--- config.mk ---
export PLATFORM = sky130hd
export DESIGN_NAME = sdram_cmd_fifo
export DESIGN_NICKNAME = d
export VERILOG_FILES = /design/src/rtl/sdram_pkg.sv /design/src/rtl/sdram_cmd_stage_r.sv /design/src/rtl/sdram_cmd_fifo.sv
export SDC_FILE = /design/constraint.sdc
export NUM_CORES = 1
export LEC_CHECK = 0
export ABC_AREA = 1
export CORE_ASPECT_RATIO = 2
export CORE_UTILIZATION = 55
export CTS_BUF_LIST = sky130_fd_sc_hd__clkbuf_8
export DETAILED_ROUTE_END_ITERATION = 7
export PLACE_DENSITY = 0.74
export SETUP_SLACK_MARGIN = 0.15
export SKIP_LAST_GASP = 1
export SLEW_MARGIN = 10
export SYNTH_ARGS = -nofsm -noshare
export SYNTH_HDL_FRONTEND = slang
export SYNTH_SLANG_ARGS = --single-unit
--- constraint.sdc ---
create_clock -name clk -period 5.9 [get_ports clk]
set_input_delay 0.885 -clock clk [delete_from_list [all_inputs] [get_ports clk]]
set_output_delay 0.885 -clock clk [all_outputs]
set_load 0.01 [all_outputs]
--- src/rtl/sdram_pkg.sv ---
// Shared SDRAM command definitions: default geometry, address-width helper, command record.
package sdram_pkg;
  localparam int ROW_BITS_D  = 13;
  localparam int COL_BITS_D  = 9;
  localparam int BANK_BITS_D = 2;
  localparam int DATA_W_D    = 16;

  function automatic int addr_w(input int row_bits, input int col_bits, input int bank_bits);
    return row_bits + col_bits + bank_bits;
  endfunction

  localparam int AW_D = addr_w(ROW_BITS_D, COL_BITS_D, BANK_BITS_D);

  typedef struct packed {
    logic                    write;
    logic [AW_D-1:0]         addr;
    logic [DATA_W_D-1:0]     wdata;
    logic [DATA_W_D/8-1:0]   mask;
  } sdram_cmd_t;
endpackage

--- src/rtl/sdram_cmd_stage_r.sv ---
// Optional one-cycle capture register between host port and command queue.
module sdram_cmd_stage_r #(
  parameter int W      = 8,
  parameter int IN_REG = 1
) (
  input  logic         clk,
  input  logic         rst,
  input  logic         i_vld,
  input  logic [W-1:0] i_data,
  output logic         o_vld,
  output logic [W-1:0] o_data
);
  generate
    if (IN_REG != 0) begin : g_reg
      logic         r_vld;
      logic [W-1:0] r_data;

      // Stage always drains next cycle; upstream level check guarantees queue room.
      always_ff @(posedge clk or posedge rst) begin
        if (rst) r_vld <= 1'b0;
        else     r_vld <= i_vld;
      end

      always_ff @(posedge clk) begin
        if (i_vld) r_data <= i_data;
      end

      assign o_vld  = r_vld;
      assign o_data = r_data;
    end else begin : g_byp
      assign o_vld  = i_vld;
      assign o_data = i_data;
    end
  endgenerate
endmodule

--- src/rtl/sdram_cmd_fifo.sv ---
// DEPTH-entry command queue between host request port and the SDRAM controller FSM.
module sdram_cmd_fifo
  import sdram_pkg::*;
#(
  parameter  int ROW_BITS  = ROW_BITS_D,
  parameter  int COL_BITS  = COL_BITS_D,
  parameter  int BANK_BITS = BANK_BITS_D,
  parameter  int DATA_W    = DATA_W_D,
  parameter  int DEPTH     = 4,
  parameter  int IN_REG    = 1,
  localparam int AW        = addr_w(ROW_BITS, COL_BITS, BANK_BITS),
  localparam int MW        = DATA_W / 8,
  localparam int LW        = $clog2(DEPTH + 1)
) (
  input  logic              clk,
  input  logic              rst,
  input  logic              cmd_valid,
  output logic              cmd_ready,
  input  logic              cmd_write,
  input  logic [AW-1:0]     cmd_addr,
  input  logic [DATA_W-1:0] cmd_wdata,
  input  logic [MW-1:0]     cmd_mask,
  input  logic              pop,
  output logic              head_valid,
  output logic              head_write,
  output logic [AW-1:0]     head_addr,
  output logic [DATA_W-1:0] head_wdata,
  output logic [MW-1:0]     head_mask,
  output logic [LW-1:0]     level,
  input  logic              err_clr,
  output logic              pop_err
);
  typedef struct packed {
    logic              write;
    logic [AW-1:0]     addr;
    logic [DATA_W-1:0] wdata;
    logic [MW-1:0]     mask;
  } cmd_t;

  localparam int CW = $bits(cmd_t);
  localparam int PW = $clog2(DEPTH);

  cmd_t          w_in, w_push_cmd, w_head;
  logic [CW-1:0] w_push_bits;
  logic          w_accept, w_push, w_vpop;

  logic [PW-1:0] r_rd_ptr, r_wr_ptr;
  logic [LW-1:0] r_qcnt, r_level;
  logic          r_pop_err;
  cmd_t          r_mem [DEPTH];

  // level already includes the staged beat, so ready never looks at same-cycle pop.
  assign cmd_ready = ~rst & (r_level < LW'(DEPTH));
  assign w_accept  = cmd_valid & cmd_ready;
  assign w_in      = '{write: cmd_write, addr: cmd_addr, wdata: cmd_wdata, mask: cmd_mask};

  sdram_cmd_stage_r #(.W(CW), .IN_REG(IN_REG)) u_stage (
    .clk    (clk),
    .rst    (rst),
    .i_vld  (w_accept),
    .i_data (w_in),
    .o_vld  (w_push),
    .o_data (w_push_bits)
  );

  assign w_push_cmd = cmd_t'(w_push_bits);
  assign head_valid = (r_qcnt != '0);
  assign w_vpop     = pop & head_valid;

  always_ff @(posedge clk) begin
    if (w_push) r_mem[r_wr_ptr] <= w_push_cmd;
  end

  always_ff @(posedge clk or posedge rst) begin
    if (rst) begin
      r_rd_ptr  <= '0;
      r_wr_ptr  <= '0;
      r_qcnt    <= '0;
      r_level   <= '0;
      r_pop_err <= 1'b0;
    end else begin
      if (w_push) r_wr_ptr <= r_wr_ptr + PW'(1);
      if (w_vpop) r_rd_ptr <= r_rd_ptr + PW'(1);
      r_qcnt  <= r_qcnt + LW'(w_push) - LW'(w_vpop);
      r_level <= r_level + LW'(w_accept) - LW'(w_vpop);
      // A new error wins over a same-cycle clear.
      if (pop & ~head_valid) r_pop_err <= 1'b1;
      else if (err_clr)      r_pop_err <= 1'b0;
    end
  end

  // Storage is not reset; gating keeps head fields at zero whenever the queue is empty.
  assign w_head     = head_valid ? r_mem[r_rd_ptr] : '0;
  assign head_write = w_head.write;
  assign head_addr  = w_head.addr;
  assign head_wdata = w_head.wdata;
  assign head_mask  = w_head.write ? w_head.mask : '0;
  assign level      = r_level;
  assign pop_err    = r_pop_err;
endmodule

==> results of run 1 <==
==> state kept, by name, indices dropped and copies added, names as in the netlist <==
| register | flops |
|---|---|
| u_stage.o_vld | 1 |
| r_qcnt | 3 |
| u_stage.o_data | 43 |
| r_wr_ptr | 2 |
| r_mem | 172 |
| pop_err | 1 |
| r_rd_ptr | 2 |
| level | 3 |
==> per-layer routing <==
layer  GRT usage, %  part of all wire, %
met5              0                    0
met4           9.27                  2.8
met3           3.04                  5.1
met2           38.7                   56
met1           23.5                   37
==> critical path, stage by stage, from the launching register on <==
cell and delay (ns):
dfrtp_1 0.44, inv_2 0.32, buf_4 0.63, nand3_1 0.15, nand2_1 0.09, inv_1 0.05
nor2_1 0.12, clkdlybuf4s50_1 0.55
==> placed cells by master (no fill, tap or decap) <==
cell type and count:
clkinv_1 8, ha_1 6, clkinvlp_4 3, dfrtp_2 1, nor3b_2 1, inv_1 26, nand2_2 1, inv_4 1
or2_1 2, o21ai_0 20, bufinv_16 6, a21oi_1 40, clkinv_2 5, o22ai_1 1, nand3_1 6, xor2_1 4
nand4_1 1, clkdlybuf4s50_1 96, edfxtp_1 215, xnor2_1 2, buf_4 4, dfrtp_1 11, o21ai_1 22, clkbuf_8 31
nor2_1 84, fa_1 2, nand2_1 187, inv_2 5
==> power breakdown <==
group	total [mW]	internal, mW	switching [mW]
combinational	1.72	0.737	0.978
clock	1.31	0.756	0.559
sequential	2.03	1.95	0.0814
total	5.06	3.45	1.62
==> final cells by class <==
type / count / area, sq um / share of cell area, %
clock buffer: 31 / 427 / 4.07
timing repair buffer: 100 / 991 / 9.46
inverter: 30 / 115 / 1.10
multi-input combinational: 379 / 1670 / 15.9
sequential: 227 / 6760 / 64.5
clock inverter: 24 / 265 / 2.53
tap: 198 / 248 / 2.37
==> cell families after synthesis <==
| kind of cell | count (synthesis) | synth area share (%) |
|---|---|---|
| AOI/OAI and AO/OA | 83 | 4.76 |
| DFF | 227 | 77.1 |
| adders and majority gates | 8 | 1.31 |
| and+or+nand+nor | 282 | 12.3 |
| buffers and inverters | 63 | 3.86 |
| xor gates and xnor gates | 6 | 0.600 |
==> worst paths after layout <==
kind | startpoint | to | slack [ns] | cells after the start
max | r_rd_ptr[1]$_DFFE_PP0P_ | head_mask[1] | 2.07 | 7
min | u_stage.o_data[13]$_DFFE_PP_ | r_mem[0][13]$_DFFE_PP_ | 0.50 | 0
max reg2reg | level[2]$_DFF_PP0_ | level[2]$_DFF_PP0_ | 3.37 | 8
min reg2reg | u_stage.o_data[13]$_DFFE_PP_ | r_mem[0][13]$_DFFE_PP_ | 0.50 | 0
max in group asynchronous | rst | r_rd_ptr[0]$_DFFE_PP0P_ | 4.82 | 2
min in group asynchronous | rst | level[1]$_DFF_PP0_ | 0.73 | 2
==> qor.csv, run 1 <==
stage,metric,value,unit
yosys,Synth Cell Area,8760,sq um
final_layout,antenna cells,0,
yosys,synth cell count leaders,"edfxtp_1, nand2_1, nor2_1",
placement,dpl cell area,9780,sq um
timing,clk_skew,0.0133,ns
clock_tree,setup bufs post-CTS,0,
yosys,Post-synth EDFFs,215,
worst_setup_path,Worst Path Max Fanout,63,
placement,pre-CTS WS,2.39,ns
pwr,Design Power,5.06,mW
yosys,most frequent cell after synthesis,edfxtp_1,
detailed_routing,drt first pass iters,5,
timing,Max Freq,0.261,GHz
detailed_routing,remaining antenna violation count,0,
floorplan,Die X-Extent,91.2,um
placement,Cells after DPL,934,
placement,GP Congestion,0.728,
final_layout,share of cells above drive strength 1,7.33,%
timing,final worst slack,2.07,ns
global_route,first-pass GRT wire length,26600,um
floorplan,FP Rows,64,
pwr,Lkg Pwr,3.87,nW
yosys,Area contributors post-synth,"edfxtp_1, nand2_1, nor2_1",
global_route,gr ovfl total,0,
pwr,PD cells,484,nW/um^2
final_layout,Final #Nets,824,
global_route,number of global-route vias before repair,5407,
worst_setup_path,crit path DAT,2.94,ns
yosys,post-synthesis async set-or-reset flop share,5.29,%
final_layout,area grow syn2layout,19.6,%
clock_tree,Max Root-Sink Buffers,3,
yosys,Cell variety after synth,24,
placement,port bufs,96,
clock_tree,Hold Buf Count CTS,0,
yosys,#FFs+latches synth,227,
timing,max_slew headroom,22.1,%
yosys,Synth Instances,669,
clock_tree,H-tree depth,1,
floorplan,Ports,97,
detailed_routing,DRC Markers,0,
detailed_routing,WL/cell,16.8,um
worst_setup_path,Setup crit end kind,primary output,
timing,fin crit share,64.8,%
floorplan,Die Ht,180,um
global_route,initial antenna violation count,0,
final_layout,Layout fillers,1057,
global_route,maximum number of pins on one net before global-route repair,89,
detailed_routing,final wirelength,16600,um
final_layout,fin cells,989,
timing,Final setup viols,0,
clock_tree,post-CTS sizing,0,
timing,Max Slew Vio Count,0,
floorplan,starting density of the core,56.7,%
timing,Final Hold Viols,0,
placement,Final HPWL DP,9050,um
pwr,worst vdd ir,0.000273,V
detailed_routing,DRT iter0 DRCs,410,
timing,minimum hold slack,0.497,ns
final_layout,design area,10500,sq um
yosys,top cell type by total area after synthesis,edfxtp_1,
yosys,"Seq/Total Area, Yosys",77.1,%
clock_tree,worst skew pair latency,0.55,ns
timing,Fin Setup TNS,0,ns
global_route,GRT Overall Usage,20.9,%
clock_tree,CTS sink cnt,227,
yosys,area share of the largest cell type after synthesis,73.7,%
job,max-cap violation count,0,
worst_setup_path,critical path startpoint category,flip-flop,
yosys,Mapped Nets,725,
detailed_routing,via/cell ratio,5.25,
clock_tree,total CTS buffers,30,
min_path,HP Class,reg -> reg,
floorplan,core area,15500,sq um
status,status,finished clean,
timing,worst slew pin tran,1.17,ns
detailed_routing,vias after detailed routing,5188,
worst_setup_path,Crit path required time,5.02,ns
timing,minimum clock period,3.83,ns
timing,RSZ-0062 raised after global routing,false,
yosys,Syn. warnings,0,
yosys,Synth Area per Inst,13.1,sq um
clock_tree,CTS tree,built,
yosys,Main synth FF type,edfxtp_1,
final_layout,final core utilization,67.8,%
clock_tree,root buf cell,clkbuf_8,
worst_setup_path,CP Class,reg -> out,
floorplan,die area,16500,sq um
clock_tree,Worst-path clk slew,0.07,ns
(Power assumes the default switching activity.)
==> run 2: changes to the inputs <==
Settings changed: CORE_UTILIZATION 55 to 52, PLACE_DENSITY 0.74 to 0.73.
Clock period 5.9 ns to 3.2 ns, I/O delays scaled along.
==> run 2 against run 1 <==
  * Hold slack lost 0.10 ns
  * Via count up 2.1%
  * Core utilization is 3.0 points lower
  * Critical path type unchanged
  * Critical endpoint is now head_wdata[15]
  * Largest cell class unchanged
  * Largest power group unchanged
==> qor.csv, run 2 (synthesis results as in run 1) <==
stage,metric,value,unit,change
global_route,maximum number of pins on one net before global-route repair,59,,-34%
worst_setup_path,Worst path max stage delay,0.61,ns,-0.02 ns
final_layout,most frequent cells in the layout,"edfxtp_1, nand2_1, clkdlybuf4s50_1",,
timing,Final setup viols,0,,unchanged
floorplan,die area,17400,sq um,+5.7%
clock_tree,root buf cell,clkbuf_8,,
clock_tree,H-tree depth,1,,unchanged
final_layout,area grow syn2layout,21.0,%,
status,status,finished clean,,
timing,clk_skew,0.0194,ns,+0.00606 ns
detailed_routing,drt first pass iters,6,,+1
worst_setup_path,critical path startpoint category,flip-flop,,
clock_tree,worst skew pair latency,0.55,ns,about the same
global_route,initial antenna violation count,0,,unchanged
worst_setup_path,CP max-delay cell,clkdlybuf4s50_1,,
final_layout,final core utilization,64.8,%,-3.0 points
worst_setup_path,"delay-heaviest family, CP",buffers and inverters,,
floorplan,starting density of the core,53.6,%,-3.1 points
global_route,GRT Overall Usage,21.1,%,+0.16 points
timing,worst slew pin tran,0.642,ns,-0.526 ns
clock_tree,Worst-path clk slew,0.08,ns,about the same
detailed_routing,final wirelength,17500,um,+5.6%
placement,Final HPWL DP,10800,um,+19%
clock_tree,CTS tree,built,,
worst_setup_path,worst path buffer plus inverter count,3,,-1
pwr,Lkg Pwr,3.99,nW,+2.9%
timing,Max Slew Vio Count,0,,unchanged
timing,Max Freq,0.336,GHz,
final_layout,Final #Nets,838,,+1.7%
worst_setup_path,Crit path required time,2.72,ns,-2.30 ns
floorplan,FP Rows,66,,+3.1%
floorplan,Die X-Extent,93.8,um,+2.8%
job,max-cap violation count,0,,unchanged
worst_setup_path,CP Class,reg -> out,,
worst_setup_path,Crit. Startpoint,r_rd_ptr[1]$_DFFE_PP0P_,,
worst_setup_path,Setup crit end,head_wdata[15],,
worst_setup_path,Setup crit end kind,primary output,,
clock_tree,total CTS buffers,30,,unchanged
floorplan,Die Ht,186,um,+2.8%
worst_setup_path,R2R setup slack,0.92,ns,-2.45 ns
global_route,gr ovfl total,0,,unchanged
detailed_routing,via/cell ratio,5.24,,about the same
timing,fin crit share,93.1,%,
clock_tree,CTS sink cnt,227,,unchanged
worst_setup_path,critical-path cell list,inv_4 > buf_12 > nand2_1 > a21oi_1 > clkdlybuf4s50_1,,
timing,minimum clock period,2.98,ns,
clock_tree,Max Root-Sink Buffers,3,,unchanged
final_layout,"commonest non-fill, non-tap cell in the layout",edfxtp_1,,
timing,Final Hold Viols,0,,unchanged
final_layout,share of cells above drive strength 1,9.07,%,+1.7 points
detailed_routing,DRC Markers,0,,unchanged
pwr,Design Power,9.28,mW,+83%
timing,Fin Setup TNS,0,ns,unchanged
detailed_routing,WL/cell,17.3,um,+3.4%
global_route,number of global-route vias before repair,5575,,+3.1%
final_layout,Biggest register,r_mem,,
placement,GP Congestion,0.783,,+7.5%
timing,RSZ-0062 raised after global routing,true,,
worst_setup_path,crit path DAT,2.50,ns,-0.44 ns
floorplan,core area,16400,sq um,+5.8%
worst_setup_path,reg2reg start,r_qcnt[1]$_DFF_PP0_,,
worst_setup_path,Worst Path Max Fanout,46,,-27%
placement,port bufs,96,,unchanged
pwr,worst vdd ir,0.000553,V,+100%
detailed_routing,DRT iter0 DRCs,237,,-42%
final_layout,max reg flops,172,,unchanged
min_path,HP Class,in -> async,,
worst_setup_path,Worst R2R End,r_qcnt[2]$_DFF_PP0_,,
detailed_routing,remaining antenna violation count,0,,unchanged
worst_setup_path,Stages on worst setup path,5,,-2
timing,minimum hold slack,0.397,ns,-0.0995 ns
global_route,first-pass GRT wire length,27300,um,+2.9%
clock_tree,setup bufs post-CTS,0,,unchanged
detailed_routing,vias after detailed routing,5296,,+2.1%
timing,max_slew headroom,57.2,%,+35 points
floorplan,Ports,97,,unchanged
worst_setup_path,Reg2Reg Depth,9,,+1
pwr,PD cells,876,nW/um^2,+81%
[run 2: cell count changes in the layout (fill, tap and decap cells not counted), moves of 3 or more]
cell,change
clkbuf_8,+7
buf_4,+11
clkinvlp_4,-3
bufinv_16,-5
clkinv_1,-7
inv_1,+7
[run 2: worst min-delay path by stage]
stage                            startpoint  depth (start not counted)                       to  slack, ns
2_1_floorplan                           rst                          1       level[0]$_DFF_PP0_       0.34
3_3_place_gp   u_stage.o_data[38]$_DFFE_PP_                          0   r_mem[1][38]$_DFFE_PP_       0.46
3_5_place_dp   u_stage.o_data[19]$_DFFE_PP_                          0   r_mem[2][19]$_DFFE_PP_       0.48
4_1_cts                                 rst                          2  r_rd_ptr[0]$_DFFE_PP0P_       0.38
5_1_grt                                 rst                          2       level[1]$_DFF_PP0_       0.40
6_report                                rst                          2  r_rd_ptr[0]$_DFFE_PP0P_       0.40
[run 2: through the flow]
stage | worst slack [ns] | area (sq um) | std cells
floorplan | 0.242 | 8770 | 669
global placement | 0.653 | 9920 | 953
detailed placement | 0.554 | 9920 | 953
CTS | 0.164 | 10600 | 1009
global route | 0.112 | 10600 | 1009
finish | 0.222 | 10600 | 1010
[run 2: final cells by class]
cell class / count / area (sq um)
sequential: 227 / 6760
timing repair buffer: 114 / 1150
antenna: 1 / 2.50
clock buffer: 38 / 523
tap: 204 / 255
clock inverter: 17 / 97.6
fill: 1215 / 5760
multi-input combinational: 379 / 1680
inverter: 30 / 128
[run 2: timing repair]
item	in CTS	in global routing
hold endpoints to repair	0	0
pin swaps	0	0
hold buffers	0	0
cloned	1	0
setup endpoints to repair	19	16
gates resized for setup	4	2
[run 2: where the power goes]
| part | switching, mW | internal (mW) |
|---|---|---|
| Combinational | 1.86 | 1.51 |
| Clock | 0.991 | 1.15 |
| Sequential | 0.173 | 3.60 |
| Total | 3.03 | 6.25 |
[run 2: worst reg2reg max path: cells and delay by family (launching register included)]
| family | cells | cell delay (ns) |
|---|---|---|
| xor+xnor | 2 | 0.41 |
| fa+ha+maj | 2 | 0.61 |
| flops | 1 | 0.41 |
| simple gates | 5 | 0.78 |
[run 2: metal layers]
| metal | track usage, % | vias up | part of all wire [%] |
|---|---|---|---|
| met5 | 0 | - | 0 |
| met4 | 9.54 | 0 | 3.0 |
| met3 | 3.10 | 41 | 4.8 |
| met2 | 39.0 | 149 | 56 |
| met1 | 23.4 | 2590 | 36 |
| li1 | - | 2516 | - |
